[src/rtl/pair_triple_arbiter_pkg.sv]
`default_nettype none
// ============================================================================
// Module   : pair_triple_arbiter_pkg
// Purpose  : Shared sizes, response-buffer state encoding and the 2-of-3
//            majority function used by the pair/triple arbiter.
// Contents : NREQ, ID_W, OP_W, CNT_W, buf_state_t, maj3()
// Revision : 1.0 - initial release
// ============================================================================
package pair_triple_arbiter_pkg;

    localparam int NREQ  = 4;   // number of requesters
    localparam int ID_W  = 2;   // requester id width
    localparam int OP_W  = 3;   // operand width per requester
    localparam int CNT_W = 8;   // ones counter width

    // One-entry response buffer state
    typedef enum logic {
        ST_EMPTY = 1'b0,
        ST_FULL  = 1'b1
    } buf_state_t;

    // 1 when at least two of the three operand bits are 1
    function automatic logic maj3(input logic [OP_W-1:0] op);
        return (op[0] & op[1]) | (op[0] & op[2]) | (op[1] & op[2]);
    endfunction

endpackage
`default_nettype wire

[src/rtl/pair_triple_arbiter_rr_arbiter4.sv]
`default_nettype none
// ============================================================================
// Module   : rr_arbiter4
// Purpose  : Purely combinational 4-way round-robin arbiter. The search
//            starts at (last_grant+1) mod 4; the first requester found wins.
// Ports    : req        in   4  request vector
//            last_grant in   2  id of the most recent winner
//            enable     in   1  allow a grant this cycle
//            grant      out  4  one-hot grant (zero when disabled/no request)
//            grant_id   out  2  id of the selected requester
// Revision : 1.0 - initial release
// ============================================================================
module rr_arbiter4
    import pair_triple_arbiter_pkg::*;
(
    input  logic [NREQ-1:0] req,
    input  logic [ID_W-1:0] last_grant,
    input  logic            enable,
    output logic [NREQ-1:0] grant,
    output logic [ID_W-1:0] grant_id
);

    logic [ID_W-1:0] idx;
    logic            found;

    always_comb begin
        idx      = '0;
        found    = 1'b0;
        grant_id = '0;
        // Offsets 1..NREQ; offset NREQ wraps back to last_grant itself, so
        // the previous winner is considered last.
        for (int k = 1; k <= NREQ; k++) begin
            idx = last_grant + ID_W'(k);
            if (!found && req[idx]) begin
                found    = 1'b1;
                grant_id = idx;
            end
        end
        grant = (enable && found) ? (NREQ'(1) << grant_id) : '0;
    end

endmodule
`default_nettype wire

[src/rtl/pair_triple_arbiter.sv]
`default_nettype none
// ============================================================================
// Module   : pair_triple_arbiter
// Purpose  : Four requesters share one 2-of-3 majority detector. A
//            round-robin arbiter selects one operand per cycle; the result is
//            registered in a one-entry response buffer tagged with the id.
//            A wrapping 8-bit counter tracks accepted results equal to 1.
// Ports    : clk         in   1   clock
//            rst_n       in   1   asynchronous active-low reset
//            req_val     in   4   per-requester valid
//            req_rdy     out  4   one-hot ready (grant)
//            req_bits    in   12  operands, requester i at [3i+2:3i]
//            resp_val    out  1   buffer holds a result
//            resp_rdy    in   1   consumer accepts the result
//            resp_out    out  1   detector result
//            resp_id     out  2   id that produced resp_out
//            ones_count  out  8   count of accepted results equal to 1
// Revision : 1.0 - initial release
// ============================================================================
module pair_triple_arbiter
    import pair_triple_arbiter_pkg::*;
(
    input  logic                 clk,
    input  logic                 rst_n,
    input  logic [NREQ-1:0]      req_val,
    output logic [NREQ-1:0]      req_rdy,
    input  logic [NREQ*OP_W-1:0] req_bits,
    output logic                 resp_val,
    input  logic                 resp_rdy,
    output logic                 resp_out,
    output logic [ID_W-1:0]      resp_id,
    output logic [CNT_W-1:0]     ones_count
);

    buf_state_t      state;
    buf_state_t      state_next;
    logic [ID_W-1:0] last_grant;
    logic [NREQ-1:0] grant;
    logic [ID_W-1:0] grant_id;
    logic            can_accept;
    logic            fire;
    logic [OP_W-1:0] operand;
    logic            det;

    // A full buffer can still accept when it drains on the same edge.
    // Gating with rst_n keeps every ready low while reset is held.
    assign can_accept = rst_n && ((state == ST_EMPTY) || resp_rdy);

    rr_arbiter4 u_arb (
        .req        (req_val),
        .last_grant (last_grant),
        .enable     (can_accept),
        .grant      (grant),
        .grant_id   (grant_id)
    );

    assign req_rdy = grant;
    // grant is zero unless the winner is valid, so any set bit is a fire
    assign fire    = |grant;

    always_comb begin
        operand = '0;
        for (int i = 0; i < NREQ; i++) begin
            if (grant_id == ID_W'(i)) begin
                operand = req_bits[i*OP_W +: OP_W];
            end
        end
    end

    assign det = maj3(operand);

    // Buffer state register
    always_ff @(posedge clk or negedge rst_n) begin
        if (!rst_n) begin
            state <= ST_EMPTY;
        end else begin
            state <= state_next;
        end
    end

    // Buffer next-state
    always_comb begin
        state_next = state;
        if (fire) begin
            state_next = ST_FULL;
        end else if ((state == ST_FULL) && resp_rdy) begin
            state_next = ST_EMPTY;
        end
    end

    // Result payload, arbitration pointer and ones counter
    always_ff @(posedge clk or negedge rst_n) begin
        if (!rst_n) begin
            resp_out   <= 1'b0;
            resp_id    <= '0;
            last_grant <= ID_W'(NREQ - 1);
            ones_count <= '0;
        end else if (fire) begin
            resp_out   <= det;
            resp_id    <= grant_id;
            last_grant <= grant_id;
            if (det) begin
                ones_count <= ones_count + CNT_W'(1);
            end
        end
    end

    assign resp_val = (state == ST_FULL);

endmodule
`default_nettype wire

[config.mk]
export PLATFORM = sky130hd
export DESIGN_NAME = pair_triple_arbiter
export DESIGN_NICKNAME = d
export VERILOG_FILES = /design/src/rtl/pair_triple_arbiter_pkg.sv /design/src/rtl/pair_triple_arbiter_rr_arbiter4.sv /design/src/rtl/pair_triple_arbiter.sv
export SDC_FILE = /design/constraint.sdc
export NUM_CORES = 1
export LEC_CHECK = 0
export CAP_MARGIN = 40
export CORE_UTILIZATION = 35
export CTS_BUF_LIST = sky130_fd_sc_hd__clkbuf_8
export DETAILED_ROUTE_END_ITERATION = 12
export PLACE_DENSITY = 0.68
export SYNTH_ARGS = -nofsm -noshare
export SYNTH_HDL_FRONTEND = slang
export SYNTH_SLANG_ARGS = --single-unit
[constraint.sdc]
create_clock -name clk -period 2.6 [get_ports clk]
set_input_delay 0.52 -clock clk [delete_from_list [all_inputs] [get_ports clk]]
set_output_delay 0.52 -clock clk [all_outputs]
set_load 0.005 [all_outputs]
Word level (Yosys, flattened, before mapping) --
Cells that the tools add are included.
Storage, ports and cells: input bits 19, memories 0, ROM bits 0, logic and storage cells 60, RAM bits 0, bits in latches 0, output and inout port bits 16, bits in registers 14
Operators by class: mux-type cells 23, shift operators 1, reductions and logical operators 14, bitwise gates (word level) 6, div/mod/pow operators 0, $mul 0, $add $sub $neg 4, order comparisons 4, equality and inequality tests 3
Operator list (number):
- $lt 2x3->1 const B | 4
- $mux 3 | 4
- $mux 1 | 10
- $add 8x1->8 const B | 1
- $bmux 1 s2 | 4
- $mux 2 | 4
- $logic_and 1x1->1 | 6
- $add 2x2->2 const B | 2
- $eq 2x2->1 const B | 2
- $mux 4 | 1
- $reduce_or 4->1 | 1
- $shl 1x2->4 const A | 1
- $and 1x1->1 | 3
- $logic_not 1->1 | 3
- $add 2x1->2 const B | 1
- $eq 2x1->1 const B | 1
- $logic_not 2->1 | 1
- $or 1x1->1 | 2
- $reduce_and 2->1 | 1
- $reduce_bool 2->1 | 1
- $logic_or 1x1->1 | 1
- $not 1->1 | 1

Longest topological paths before layout --
depth after elaboration 22, depth in mapped cells 6, depth with buffers taken out 6

Hierarchy --
A second synthesis with hierarchy kept.
Unflattened totals: cell total of the unflattened synthesis 81, area, all modules 808.3 µm²
By module, submodules not included:
- pair_triple_arbiter | times used 1, cells each 59, sequential area each 352.8 µm², area each 685.7 µm²
- rr_arbiter4 | times used 1, cells each 22, sequential area each 0.0 µm², area each 122.6 µm²

Least setup slack after synthesis --
OpenSTA, ideal clock, no wires.
kind flip-flop to flip-flop, start point register last_grant[1], end point register ones_count[1], cell stages (with the launch flop) 7, required time 2.475 ns, path slack 0.521 ns, data arrival time 1.954 ns, path through dfstp_2 -> nand2_1 -> a32o_2 -> or4_4 -> nand3_4 -> nand3_4 -> mux2_4
Between the ends: longest elaborated chain between the ends 22
Ends and longest elaborated chain:
- from (decl) | RTL line pair_triple_arbiter.sv:37 | logic [ID_W-1:0] last_grant;
- from (signal assigned) | RTL line pair_triple_arbiter.sv:96 | last_grant <= ID_W'(NREQ - 1);
- from (signal assigned) | RTL line pair_triple_arbiter.sv:101 | last_grant <= grant_id;
- $add 2x1->2 | RTL line pair_triple_arbiter_rr_arbiter4.sv:33 | idx = last_grant + ID_W'(k);
- $bmux 1 s2 | RTL line pair_triple_arbiter_rr_arbiter4.sv:34 | if (!found && req[idx]) begin
- $mux 1 (not written as such) | RTL line pair_triple_arbiter_rr_arbiter4.sv:34
- $mux 1 | RTL line pair_triple_arbiter_rr_arbiter4.sv:34
- $logic_not 1->1 | RTL line pair_triple_arbiter_rr_arbiter4.sv:34
- $logic_and 1x1->1 | RTL line pair_triple_arbiter_rr_arbiter4.sv:34
- $mux 1 | RTL line pair_triple_arbiter_rr_arbiter4.sv:34
- $logic_not 1->1 | RTL line pair_triple_arbiter_rr_arbiter4.sv:34
- [... 2 more ...]
- $logic_not 1->1 | RTL line pair_triple_arbiter_rr_arbiter4.sv:34
- $logic_and 1x1->1 | RTL line pair_triple_arbiter_rr_arbiter4.sv:34
- $mux 2 | RTL line pair_triple_arbiter_rr_arbiter4.sv:34
- $logic_not 2->1 | RTL line pair_triple_arbiter.sv:64 | if (grant_id == ID_W'(i)) begin
- $mux 3 (4 in a row) | RTL line pair_triple_arbiter.sv:64
- $and 1x1->1 | RTL line pair_triple_arbiter_pkg.sv:24 | return (op[0] & op[1]) | (op[0] & op[2]) | (op[1] & op[2]);
- $or 1x1->1 (2 in a row) | RTL line pair_triple_arbiter_pkg.sv:24
- $reduce_and 2->1 (no line) *
- to (signal assigned) | RTL line pair_triple_arbiter.sv:103 | ones_count <= ones_count + CNT_W'(1);
- to (decl) | RTL line pair_triple_arbiter.sv:32 | output logic [CNT_W-1:0] ones_count
Mark *: on every way between the ends. The rest lies on a longest branch, timed or not. The select of a mux whose other input is x is not followed. A chain may end at the register's enable or synchronous reset.

Final worst setup path --
start point input req_val[0], end point output req_rdy[2]
Between the ends: longest elaborated chain between the ends 14
Ends and longest elaborated chain:
- from (decl) | RTL line pair_triple_arbiter.sv:25 | input logic [NREQ-1:0] req_val,
- $bmux 1 s2 | RTL line pair_triple_arbiter_rr_arbiter4.sv:34
- $mux 1 (not written as such) | RTL line pair_triple_arbiter_rr_arbiter4.sv:34
- $mux 1 | RTL line pair_triple_arbiter_rr_arbiter4.sv:34
- $logic_not 1->1 | RTL line pair_triple_arbiter_rr_arbiter4.sv:34
- $logic_and 1x1->1 | RTL line pair_triple_arbiter_rr_arbiter4.sv:34
- $mux 1 | RTL line pair_triple_arbiter_rr_arbiter4.sv:34
- $logic_not 1->1 | RTL line pair_triple_arbiter_rr_arbiter4.sv:34
- $logic_and 1x1->1 | RTL line pair_triple_arbiter_rr_arbiter4.sv:34
- $mux 1 | RTL line pair_triple_arbiter_rr_arbiter4.sv:34
- $logic_not 1->1 | RTL line pair_triple_arbiter_rr_arbiter4.sv:34
- $logic_and 1x1->1 | RTL line pair_triple_arbiter_rr_arbiter4.sv:34
- $mux 2 or $mux 1 (tied branches) | RTL line pair_triple_arbiter_rr_arbiter4.sv:34
- $shl 1x2->4 or $logic_and 1x1->1 (tied branches) | RTL line pair_triple_arbiter_rr_arbiter4.sv:39 | grant = (enable && found) ? (NREQ'(1) << grant_id) : '0;
- $mux 4 * | RTL line pair_triple_arbiter_rr_arbiter4.sv:39
- to (decl) | RTL line pair_triple_arbiter.sv:26 | output logic [NREQ-1:0] req_rdy,
Marked as above.

==> flow_metrics.tcl <==
set metrics [dict create \
    status "completed" \
    met3WireLength_um 69 \
    multi_input_area_sq_um 517 \
    gp_congestion 0.747 \
    antenna_found_initial 0 \
    dp_slack_ns -0.350 \
    hpwl_mm 1.73 \
    cts_buffer_depth 2 \
    max_freq_mhz 408 \
    area_growth_pct 76.1 \
    layout-drive-gt1-share_pct 30.0 \
    wl_per_cell_um 13.7 \
    fillCellCount 196 \
    synth_nets 111 \
    overflow 0 \
    cts_hold_buf 0 \
    fin_skew_ns 0.00205 \
    drtIter0Drc 16 \
    wl_mm 2.44 \
    synth_cell_type_count 30 \
    std_cell_rows 17 \
    synth.cell_area_sq_um 842 \
    clk_latency_ns 0.25 \
    syn-instance-count 91 \
    critPathMaxFanout 7 \
    cpPeakStageDelay_ns 0.40 \
    synth_area_leader_cell "dfrtp_1" \
    slew_violations 0 \
    p_per_area_mw_per_mm2 728 \
    cp-end-kind "output port" \
    cts_tree "built" \
    nets 171 \
    clock-sinks 14 \
    period_share_pct 94.3 \
    cp.arrival_ns 1.93 \
    yosys_warnings 0 \
    regArea_sq_um 353 \
    h-tree-depth 1 \
    wl_met2_mm 1.29 \
    vias 897 \
    synthTopCellsByArea "dfrtp_1 36%, xnor2_1 7.3%, dfstp_2 6.2%, nand2_1 4.5%, nand3_4 4.2%" \
    synth_seq_cells 14 \
    fin_crit_ns 2.45 \
    ff2ff_setup_slack_ns 0.38 \
    clk_pin_slew_ns 0.06 \
    initial_core_util_pct 37.7 \
    slew_headroom_pct 80.4 \
    antenna-diode-count 0 \
    min-delay-path-class "input pin to asynchronous set/reset pin" \
    top_layer_used "met4" \
    yosysSeqAreaShare_pct 41.9 \
    cts_root_buffer "clkbuf_8" \
    boundaryPins 35 \
    core_area_sq_mm 0.00223 \
    finalHoldViolations 0 \
    fin_ws_ns 0.148 \
    die-area_sq_mm 0.00261 \
    power_w 0.00108 \
    grt_first_pass_wirelength_mm 4.06 \
    worst_pin_slew_ns 0.295 \
    firstDrtPassIters 4 \
    cp_slowest_cell "or3_1" \
    cts_inserted_buffers 3 \
    grt_util_all_layers_pct 21.2 \
    peakVddDrop_uv 604 \
    rsz0062_at_grt "no" \
    crit_required_ns 2.08 \
    grt_pass1_vias 917 \
    routed_via_density 5.04 \
    avgSynthCellArea_sq_um 9.25 \
    die_y_um 51.1 \
    wl_met1_mm 1.06 \
    finalSetupViolCount 0 \
    drc_errors 0 \
    maxCapViolations 0 \
    die_width_um 51.1 \
    synth_top_area_share_pct 35.7 \
    start_kind "input pin" \
    io_buffers 34 \
    crit_type "input pin to output port" \
    worstPathCellList "clkdlybuf4s15_2, or2b_1, a21oi_2, buf_4, or3_1, nor2_1, dlygate4sd2_1" \
    power_leakage_nw 0.680 \
    ant_nets 0 \
    grt_max_degree 15 \
]
[through the flow]
| step | cell area, sq um | hold slack [ns] | setup TNS, ns | std cells | util (%) |
|---|---|---|---|---|---|
| 4_1_cts | 1440 | 0.408 | 0 | 175 | 64.6 |
| 6_report | 1480 | 0.396 | 0 | 178 | 66.4 |
| 2_1_floorplan | 842 | 0.224 | 0 | 91 | - |
| 3_5_place_dp | 1350 | 0.467 | -1.73 | 170 | 60.4 |
| 3_3_place_gp | 1350 | 0.458 | -1.31 | 170 | 60.4 |
| 5_1_grt | 1480 | 0.419 | 0 | 178 | 66.4 |
[critical path, delay by kind of cell]
family	cells	cell delay, ns
compound gates	1	0.07
buf+inv	3	0.61
simple gates	3	0.72
[cell type report]
cell class / count / share of cell area, %
multi-input combinational: 70 / 34.9
tap: 28 / 2.36
timing repair buffer: 56 / 33.8
sequential: 14 / 23.8
inverter: 6 / 1.52
clock buffer: 4 / 3.71
[routing by layer]
layer / up-vias / track usage [%]
met5: - / 0
met4: 0 / 4.17
met3: 2 / 5.95
met2: 17 / 36.6
met1: 436 / 26.3
li1: 442 / -
[layout by cell type (no fill, tap or decap), types with 2 or more instances in the layout]
| master | synthesis | layout |
|---|---|---|
| a21oi_1 | 5 | 2 |
| a21oi_2 | 0 | 2 |
| and3_1 | 2 | 2 |
| buf_4 | 0 | 22 |
| clkbuf_8 | 0 | 4 |
| clkdlybuf4s50_1 | 0 | 25 |
| dfrtp_1 | 12 | 12 |
| dfstp_2 | 2 | 2 |
| dlygate4sd2_1 | 0 | 5 |
| dlymetal6s2s_1 | 0 | 2 |
| inv_1 | 6 | 6 |
| maj3_1 | 2 | 2 |
| nand2_1 | 10 | 10 |
| nand3_1 | 3 | 3 |
| nand3_4 | 2 | 2 |
| nand4_1 | 4 | 4 |
| nor2_1 | 9 | 8 |
| o21a_1 | 2 | 2 |
| o21ai_0 | 5 | 4 |
| o21ai_1 | 4 | 5 |
| xnor2_1 | 7 | 7 |
[logic make-up after synthesis]
| logic type | Yosys count | share of synthesized area, % |
|---|---|---|
| AOI/OAI and AO/OA | 22 | 17.1 |
| adders and majority gates | 3 | 3.86 |
| and+or+nand+nor | 36 | 23.8 |
| muxes | 2 | 2.97 |
| buffers and inverters | 7 | 3.12 |
| DFF | 14 | 41.9 |
| xor gates and xnor gates | 7 | 7.28 |
[state kept, by name (all words and copies together) (netlist names)]
name        cells
last_grant      2
ones_count      8
resp_id         2
resp_out        1
resp_val        1
[power breakdown]
group | switching, W | leakage [nW] | internal (W)
sequential | 0.0000741 | 0.171 | 0.000286
combinational | 0.000198 | 0.480 | 0.000309
clock | 0.0000772 | 0.0288 | 0.000134
[synth_stat cells (all sizes together)]
cell and number:
or3 1, dfrtp 12, a21oi 5, mux2 1, o311ai 1, nand4 4
o41ai 1, nor3 2, maj3 2, dfstp 2, o21a 2, and3 2
or2b 1, nor2 9, ha 1, o22ai 1, mux2i 1, o21ai 9
inv 6, nand2b 1, a21o 1, xnor2 7, nand3 5, or4 1
a32o 1, clkbuf 1, a311oi 1, nand2 10
[worst paths after layout]
check | startpoint | to | depth (start not counted)
min | rst_n | ones_count[4] | 2
max in group asynchronous | rst_n | last_grant[1] | 2
min reg2reg | ones_count[7] | ones_count[7] | 1
max | req_val[0] | req_rdy[2] | 7
min in group clk | ones_count[7] | ones_count[7] | 1
max reg2reg | last_grant[1] | ones_count[1] | 7
[timing repair]
item                       4_1_cts  5_1_grt
cloned                           0        0
gates resized for setup         17        7
buffers inserted                 1        3
setup endpoints to repair        4        3
pin swaps                        3        3
(Power assumes the default switching activity.)
